File: config.mk
export PLATFORM = sky130hd
export DESIGN_NAME = pwm_window_ctrl
export DESIGN_NICKNAME = d
export VERILOG_FILES = /design/src/rtl/pwm_window_ctrl.sv
export SDC_FILE = /design/constraint.sdc
export NUM_CORES = 1
export LEC_CHECK = 0
export CORE_ASPECT_RATIO = 1.75
export CORE_MARGIN = 4
export CORE_UTILIZATION = 40
export CTS_BUF_LIST = sky130_fd_sc_hd__clkbuf_4 sky130_fd_sc_hd__clkbuf_8
export CTS_CLUSTER_SIZE = 14
export DETAILED_ROUTE_END_ITERATION = 10
export PLACE_DENSITY = 0.6
export SYNTH_ARGS = -nofsm -noshare
export SYNTH_HDL_FRONTEND = slang
export SYNTH_SLANG_ARGS = --single-unit
File: constraint.sdc
create_clock -name clk -period 2.7 [get_ports clk]
set_input_delay 0.54 -clock clk [delete_from_list [all_inputs] [get_ports clk]]
set_output_delay 0.54 -clock clk [all_outputs]
set_load 0.02 [all_outputs]
File: src/rtl/pwm_window_ctrl.sv
// pwm_window_ctrl: counts high samples of red/green/blue PWM inputs over WIN_LEN-sample windows.
// Define PWM_OVERRUN_EN to let an unconsumed result be overwritten, which sets the sticky overrun flag.
module pwm_window_ctrl #(
   parameter int unsigned WIN_LEN = 32'h0090_0000,
   parameter int          CW      = 32
) (
   input  logic          clk,
   input  logic          rst,
   input  logic          start,
   input  logic          stop,
   input  logic          continuous,
   input  logic          red,
   input  logic          green,
   input  logic          blue,
   input  logic          res_ready,
   output logic          res_valid,
   output logic [CW-1:0] red_cnt,
   output logic [CW-1:0] green_cnt,
   output logic [CW-1:0] blue_cnt,
   output logic [CW-1:0] total_cnt,
   output logic          busy,
   output logic          overrun
);
   typedef enum logic {S_IDLE, S_MEAS} state_t;
   state_t        r_state, w_next;
   logic [CW-1:0] r_t, r_r, r_g, r_b, w_t, w_r, w_g, w_b;
   logic [CW-1:0] r_res_r, r_res_g, r_res_b, r_res_t;
   logic          r_valid, r_busy, w_smp, w_latch, w_hs, w_load;
   always_comb begin
      w_smp   = (r_state == S_MEAS) && !stop;
      w_latch = w_smp && (r_t == CW'(WIN_LEN - 1));
      w_hs    = r_valid && res_ready;
`ifdef PWM_OVERRUN_EN
      w_load  = w_latch;
`else
      w_load  = w_latch && (!r_valid || res_ready);
`endif
      w_t     = r_t + CW'(1);
      w_r     = r_r + CW'(red);
      w_g     = r_g + CW'(green);
      w_b     = r_b + CW'(blue);
      w_next  = (r_state == S_IDLE) ? ((start && !stop) ? S_MEAS : S_IDLE) :
                (stop || (w_latch && !continuous)) ? S_IDLE : S_MEAS;
   end
   // Counters restart from zero on the latch cycle so back-to-back windows lose no sample.
   always_ff @(posedge clk) begin
      r_state <= rst ? S_IDLE : w_next;
      r_busy  <= !rst && (w_next == S_MEAS);
      r_valid <= !rst && (w_load || (r_valid && !w_hs));
      {r_t, r_r, r_g, r_b} <= (rst || !w_smp || w_latch) ? '0 : {w_t, w_r, w_g, w_b};
      if (rst)
         {r_res_t, r_res_r, r_res_g, r_res_b} <= '0;
      else if (w_load)
         {r_res_t, r_res_r, r_res_g, r_res_b} <= {w_t, w_r, w_g, w_b};
   end
`ifdef PWM_OVERRUN_EN
   logic r_ovr;
   always_ff @(posedge clk)
      r_ovr <= !rst && (r_ovr || (w_latch && r_valid && !res_ready));
   assign overrun = r_ovr;
`else
   assign overrun = 1'b0;
`endif
   assign res_valid = r_valid;
   assign busy      = r_busy;
   assign red_cnt   = r_res_r;
   assign green_cnt = r_res_g;
   assign blue_cnt  = r_res_b;
   assign total_cnt = r_res_t;
endmodule

Word level (Yosys, flattened, before mapping)
Cells that the tools add are included.
- bits of input ports: 9
- word-level logic and storage cells: 39
- register bits after elaboration: 259
- output and inout bits: 131
- equality and inequality tests: 1
- reduce and logical (&&, ||, !) cells: 20
- muxes and demuxes: 3
- $add $sub $neg: 4
- operator list (kind ; count):
    32-bit by 1-bit adder with 32-bit output ; 3
    32-bit by 1-bit adder with 32-bit output (second input constant) ; 1
    32-bit by 24-bit == test with 1-bit output (second input constant) ; 1
    1-bit logical AND ; 9
    1-bit logical NOT ; 6
    1-bit logical OR ; 5
    1-bit two-way mux ; 3

Depth between registers and ports, before layout
- word-level depth: 8
- mapped depth: 10
- mapped depth without buffers: 7

Least setup slack after synthesis
OpenSTA, ideal clock, no wires.
- path type: input-to-reg
- start: input red
- end: register r_res_r[26] (netlist: red_cnt[26])
- stages: 7
- data arrival time: 2.179 ns
- slack: 0.435 ns
- data required time: 2.614 ns
- path buffers: 0
- library setup time: 0.086 ns
- cells stage by stage: ha_1 > ha_1 > nand4_1 > nor4_4 > nand4_1 > xor2_1 > a211oi_1
- word-level cells in the longest chain between the ends: 1
- ends and longest elaborated chain (item ; RTL line ; source):
    from (decl) ; 12 ; input logic red,
    32-bit by 1-bit adder with 32-bit output ; 39 ; w_r = r_r + CW'(red);
    to (signal assigned) ; 54 ; {r_res_t, r_res_r, r_res_g, r_res_b} <= {w_t, w_r, w_g, w_b};
    to (decl) ; 27 ; logic [CW-1:0] r_res_r, r_res_g, r_res_b, r_res_t;
No other way between the ends.
A chain may end at the register's enable or synchronous reset.

Worst setup path after layout
- start: register r_t[0]
- end: register r_res_r[28] (netlist: red_cnt[28])
- word-level cells in the longest chain between the ends: 3
- ends and longest elaborated chain (item ; RTL line ; source):
    from (decl) ; 26 ; logic [CW-1:0] r_t, r_r, r_g, r_b, w_t, w_r, w_g, w_b;
    from (signal assigned) ; 50 ; {r_t, r_r, r_g, r_b} <= (rst || !w_smp || w_latch) ? '0 : {w_t, w_r, w_g, w_b};
    32-bit by 24-bit == test with 1-bit output ; 31 ; w_latch = w_smp && (r_t == CW'(WIN_LEN - 1));
    1-bit logical AND ; 31 ;
    1-bit logical AND ; 36 ; w_load = w_latch && (!r_valid || res_ready);
No other way between the ends.

==> reports/summary.txt <==
First-pass GRT wire length: 39960 µm
Result of the run: finished clean
Number of nets at the end of the flow: 1281
Standard-cell rows: 77
Wirelength per Cell: 14.90 µm
# resized after CTS: 0
Antenna violations before repair: 1
All-Layer GR Usage: 16.92%
Total number of vias: 7887
Worst Tran Pin Value: 0.7561 ns
Post-Syn Nets: 1105
Global placement routability congestion: 0.8182
Crit path capture: red_cnt[28]
Proportion of power drawn by the clock network: 46.2%
Wire length reported by the detailed router: 23990 µm
Period Utilization, post-route: 88.03%
WP data required: 3.13 ns
RSZ-0062 raised after global routing: false
Clock insertion delay at the later pin of the skew report: 0.53 ns
Port Buf Inserts: 138
Final hold viol count: 0
Clock tree from TritonCTS: built
Number of unique standard cell types used by synthesis: 44
CTS HTree Levels: 2
HP Class: input pin to register
Kind of end point of the critical path: register
Timing-limited maximum frequency: 420.8 MHz
Starting utilization of the core area: 40.94%
Leakage: 4.446 nW
Area delta synth->final: 26.88%
Die Wd: 130.0 µm
Combinational group share of total power: 1.2%
Fill cell instance count of the final layout: 2389
R2R Path Start: r_t[0]
Drt first pass iters: 4
Internal portion of total power: 5.730 mW
Peak supply drop: 340.9 µV
Switching power: 1.537 mW
Setup slack of the worst register-to-register path: 0.32 ns
Detailed-placement wirelength estimate: 16870 µm
CTS clock-pin slew for the worst setup and hold paths: 0.06 ns
Kind of start point of the critical path: register
Remaining Overflow, GRT: 0
Core region area: 25430 µm²
Number of global-route vias before repair: 8146
Sequential cell area fraction in the yosys report: 49.80%
I/O pin count: 140
Number of nets with antenna violations after routing: 0
Number of sinks handled by clock tree synthesis: 259
Fraction of final layout cells sized beyond drive strength 1: 12.61%
Seq cells post-synth: 259
Die Footprint: 28780 µm²
Gate Count Post-Synth: 1089
Via density per instance: 4.899
Area after detailed placement: 12380 µm²
Count of warnings emitted by yosys: 0
Number of buffers created by CTS: 39
Maxcap violations: 0
Count of final max-slew check failures: 0
Post-CTS setup-driven buffer insertion count: 0
Maximum root-to-sink buffer count: 3
Cell area after synthesis: 10410 µm²
Final routed DRC violation total: 0
First DRT Iteration DRCs: 378
Worst slew margin relative to its limit: 49.60%
Clk Tree Root Cell: clkbuf_8
Time the worst path needs with I/O delays and setup: 2.377 ns
Fin area: 13210 µm²
Syn Area/Cell: 9.562 µm²
Maximum number of pins on one net before global-route repair: 55
Count of hold buffers inserted by post-cts repair: 0
Highest fanout seen on the critical path: 49
Crit. Startpoint: r_t[0]
Clock Skews: 0.01144 ns
Worst endpoint data arrival time: 2.81 ns
Worst Path Class, Setup: register to register
Ratio of total power to cell area: 550.0 nW/µm²
Length in cells of the worst reg-to-reg path: 8
Final setup vio count: 0
Proportion of power drawn by flip-flops and latches: 52.6%
Final Core Density: 51.94%
Vertical extent of the die: 221.4 µm
Switching share of total power: 21.15%
Critical register-to-register path endpoint: red_cnt[28]
==> routing by layer <==
layer | part of all wire (%) | vias up | GRT usage, %
li1 | - | 4006 | -
met1 | 39 | 3676 | 18.45
met2 | 53 | 150 | 31.09
met3 | 4.4 | 55 | 3.644
met4 | 3.2 | 0 | 6.678
met5 | 0 | - | 0
==> how the worst min path moves through the flow <==
stage / from / to / slack, ns / cells past startpoint
CTS: rst / red_cnt[15] / 0.33 / 2
finish: rst / blue_cnt[0] / 0.38 / 2
global placement: total_cnt[16] / total_cnt[16] / 0.44 / 1
global route: rst / blue_cnt[1] / 0.35 / 2
detailed placement: total_cnt[31] / total_cnt[31] / 0.44 / 1
floorplan: r_t[0] / r_t[0] / 0.44 / 1
==> cells in the final DEF, fill, tap and decap left out, types with 8 or more instances in the layout <==
cell type	n
inv_1	52
and3_1	15
mux2i_1	47
nand4_1	46
and4_1	8
nand3_1	41
nor3_1	15
xnor2_1	41
nand2_1	38
buf_4	39
nor2_1	209
o21a_1	9
a211oi_1	25
dfxtp_1	259
a211oi_2	22
clkbuf_4	14
xor2_1	74
and2_1	56
clkbuf_8	51
nor4_1	17
clkdlybuf4s50_1	137
buf_12	10
nor2b_1	9
==> worst max-delay path, cell delays in order (launching register included) <==
cell      delay (ns)
dfxtp_1         0.40
ha_1            0.23
and4_1          0.33
nand3_4         0.17
nor4_4          0.39
buf_4           0.21
buf_12          0.25
nor2_1          0.07
a211oi_1        0.21
==> metrics by stage <==
stage	setup TNS [ns]	power (mW)	setup slack (ns)	hold slack [ns]	instances
3_3_place_gp	-0.3749	3.998	-0.1240	0.4429	1540
5_1_grt	0	7.550	0.03647	0.3512	1610
2_1_floorplan	0	3.959	0.4353	0.4411	1089
4_1_cts	0	7.401	0.2672	0.3342	1609
6_report	0	7.266	0.3233	0.3802	1610
3_5_place_dp	-0.6863	3.998	-0.1254	0.4426	1540
==> cell families after synthesis <==
| family | Yosys count | share of synthesized area [%] |
|---|---|---|
| buffers and inverters | 103 | 4.891 |
| flip-flops | 259 | 49.80 |
| adder cells (fa/ha/maj) | 7 | 0.8411 |
| AO/OA/AOI/OAI | 70 | 5.924 |
| multiplexers | 51 | 4.951 |
| AND/OR/NAND/NOR | 483 | 23.89 |
| other | 1 | 0.03601 |
| XOR/XNOR | 115 | 9.673 |
==> synth_stat cells, drive strengths merged <==
library cell / number / area [µm²]
dfxtp: 259 / 5185
nor2: 209 / 784.5
xor2: 74 / 648.1
and2: 56 / 350.3
inv: 52 / 195.2
nand4: 50 / 346.6
a211oi: 47 / 462.9
mux2i: 47 / 470.5
nand3: 45 / 247.7
xnor2: 41 / 359.1
nand2: 39 / 148.9
buf: 36 / 257.8
nor4: 23 / 216.5
and3: 15 / 93.84
clkbuf: 15 / 56.30
nor3: 15 / 75.07
nor2b: 9 / 56.30
o21a: 9 / 67.56
and4: 8 / 70.07
ha: 7 / 87.58
or3: 7 / 43.79
a21oi: 6 / 30.03
o21ai: 5 / 25.02
mux2: 4 / 45.04
nor3b: 2 / 15.01
or2: 2 / 12.51
a311o: 1 / 10.01
conb: 1 / 3.750
nand2b: 1 / 6.260
nor4b: 1 / 8.760
o21ba: 1 / 10.01
o41a: 1 / 11.26
or4: 1 / 11.26
==> sequential cells by signal, indices dropped and copies added, names as in the netlist <==
signal / flops
r_state: 1
busy: 1
total_cnt: 32
r_g: 32
green_cnt: 32
red_cnt: 32
r_b: 32
blue_cnt: 32
res_valid: 1
r_r: 32
r_t: 32
==> power groups by stage <==
stage          registers (mW)  clock network, mW  logic (mW)
6_report                 3.82               3.36      0.0862
5_1_grt                  3.82               3.63      0.0960
4_1_cts                  3.82               3.49      0.0892
3_5_place_dp             3.91                  0      0.0890
3_3_place_gp             3.91                  0      0.0889
2_1_floorplan            3.91                  0      0.0491
==> final cells by class <==
class | count | area [µm²] | area share [%]
Sequential cell | 259 | 5185 | 39.25
Multi-Input combinational cell | 727 | 4740 | 35.87
Timing Repair Buffer | 186 | 1864 | 14.11
Clock buffer | 65 | 807.0 | 6.109
Tap cell | 316 | 395.4 | 2.993
Inverter | 52 | 195.2 | 1.477
Clock inverter | 4 | 22.52 | 0.1705
Antenna cell | 1 | 2.502 | 0.01894
Power figures use the tool's default switching activity.
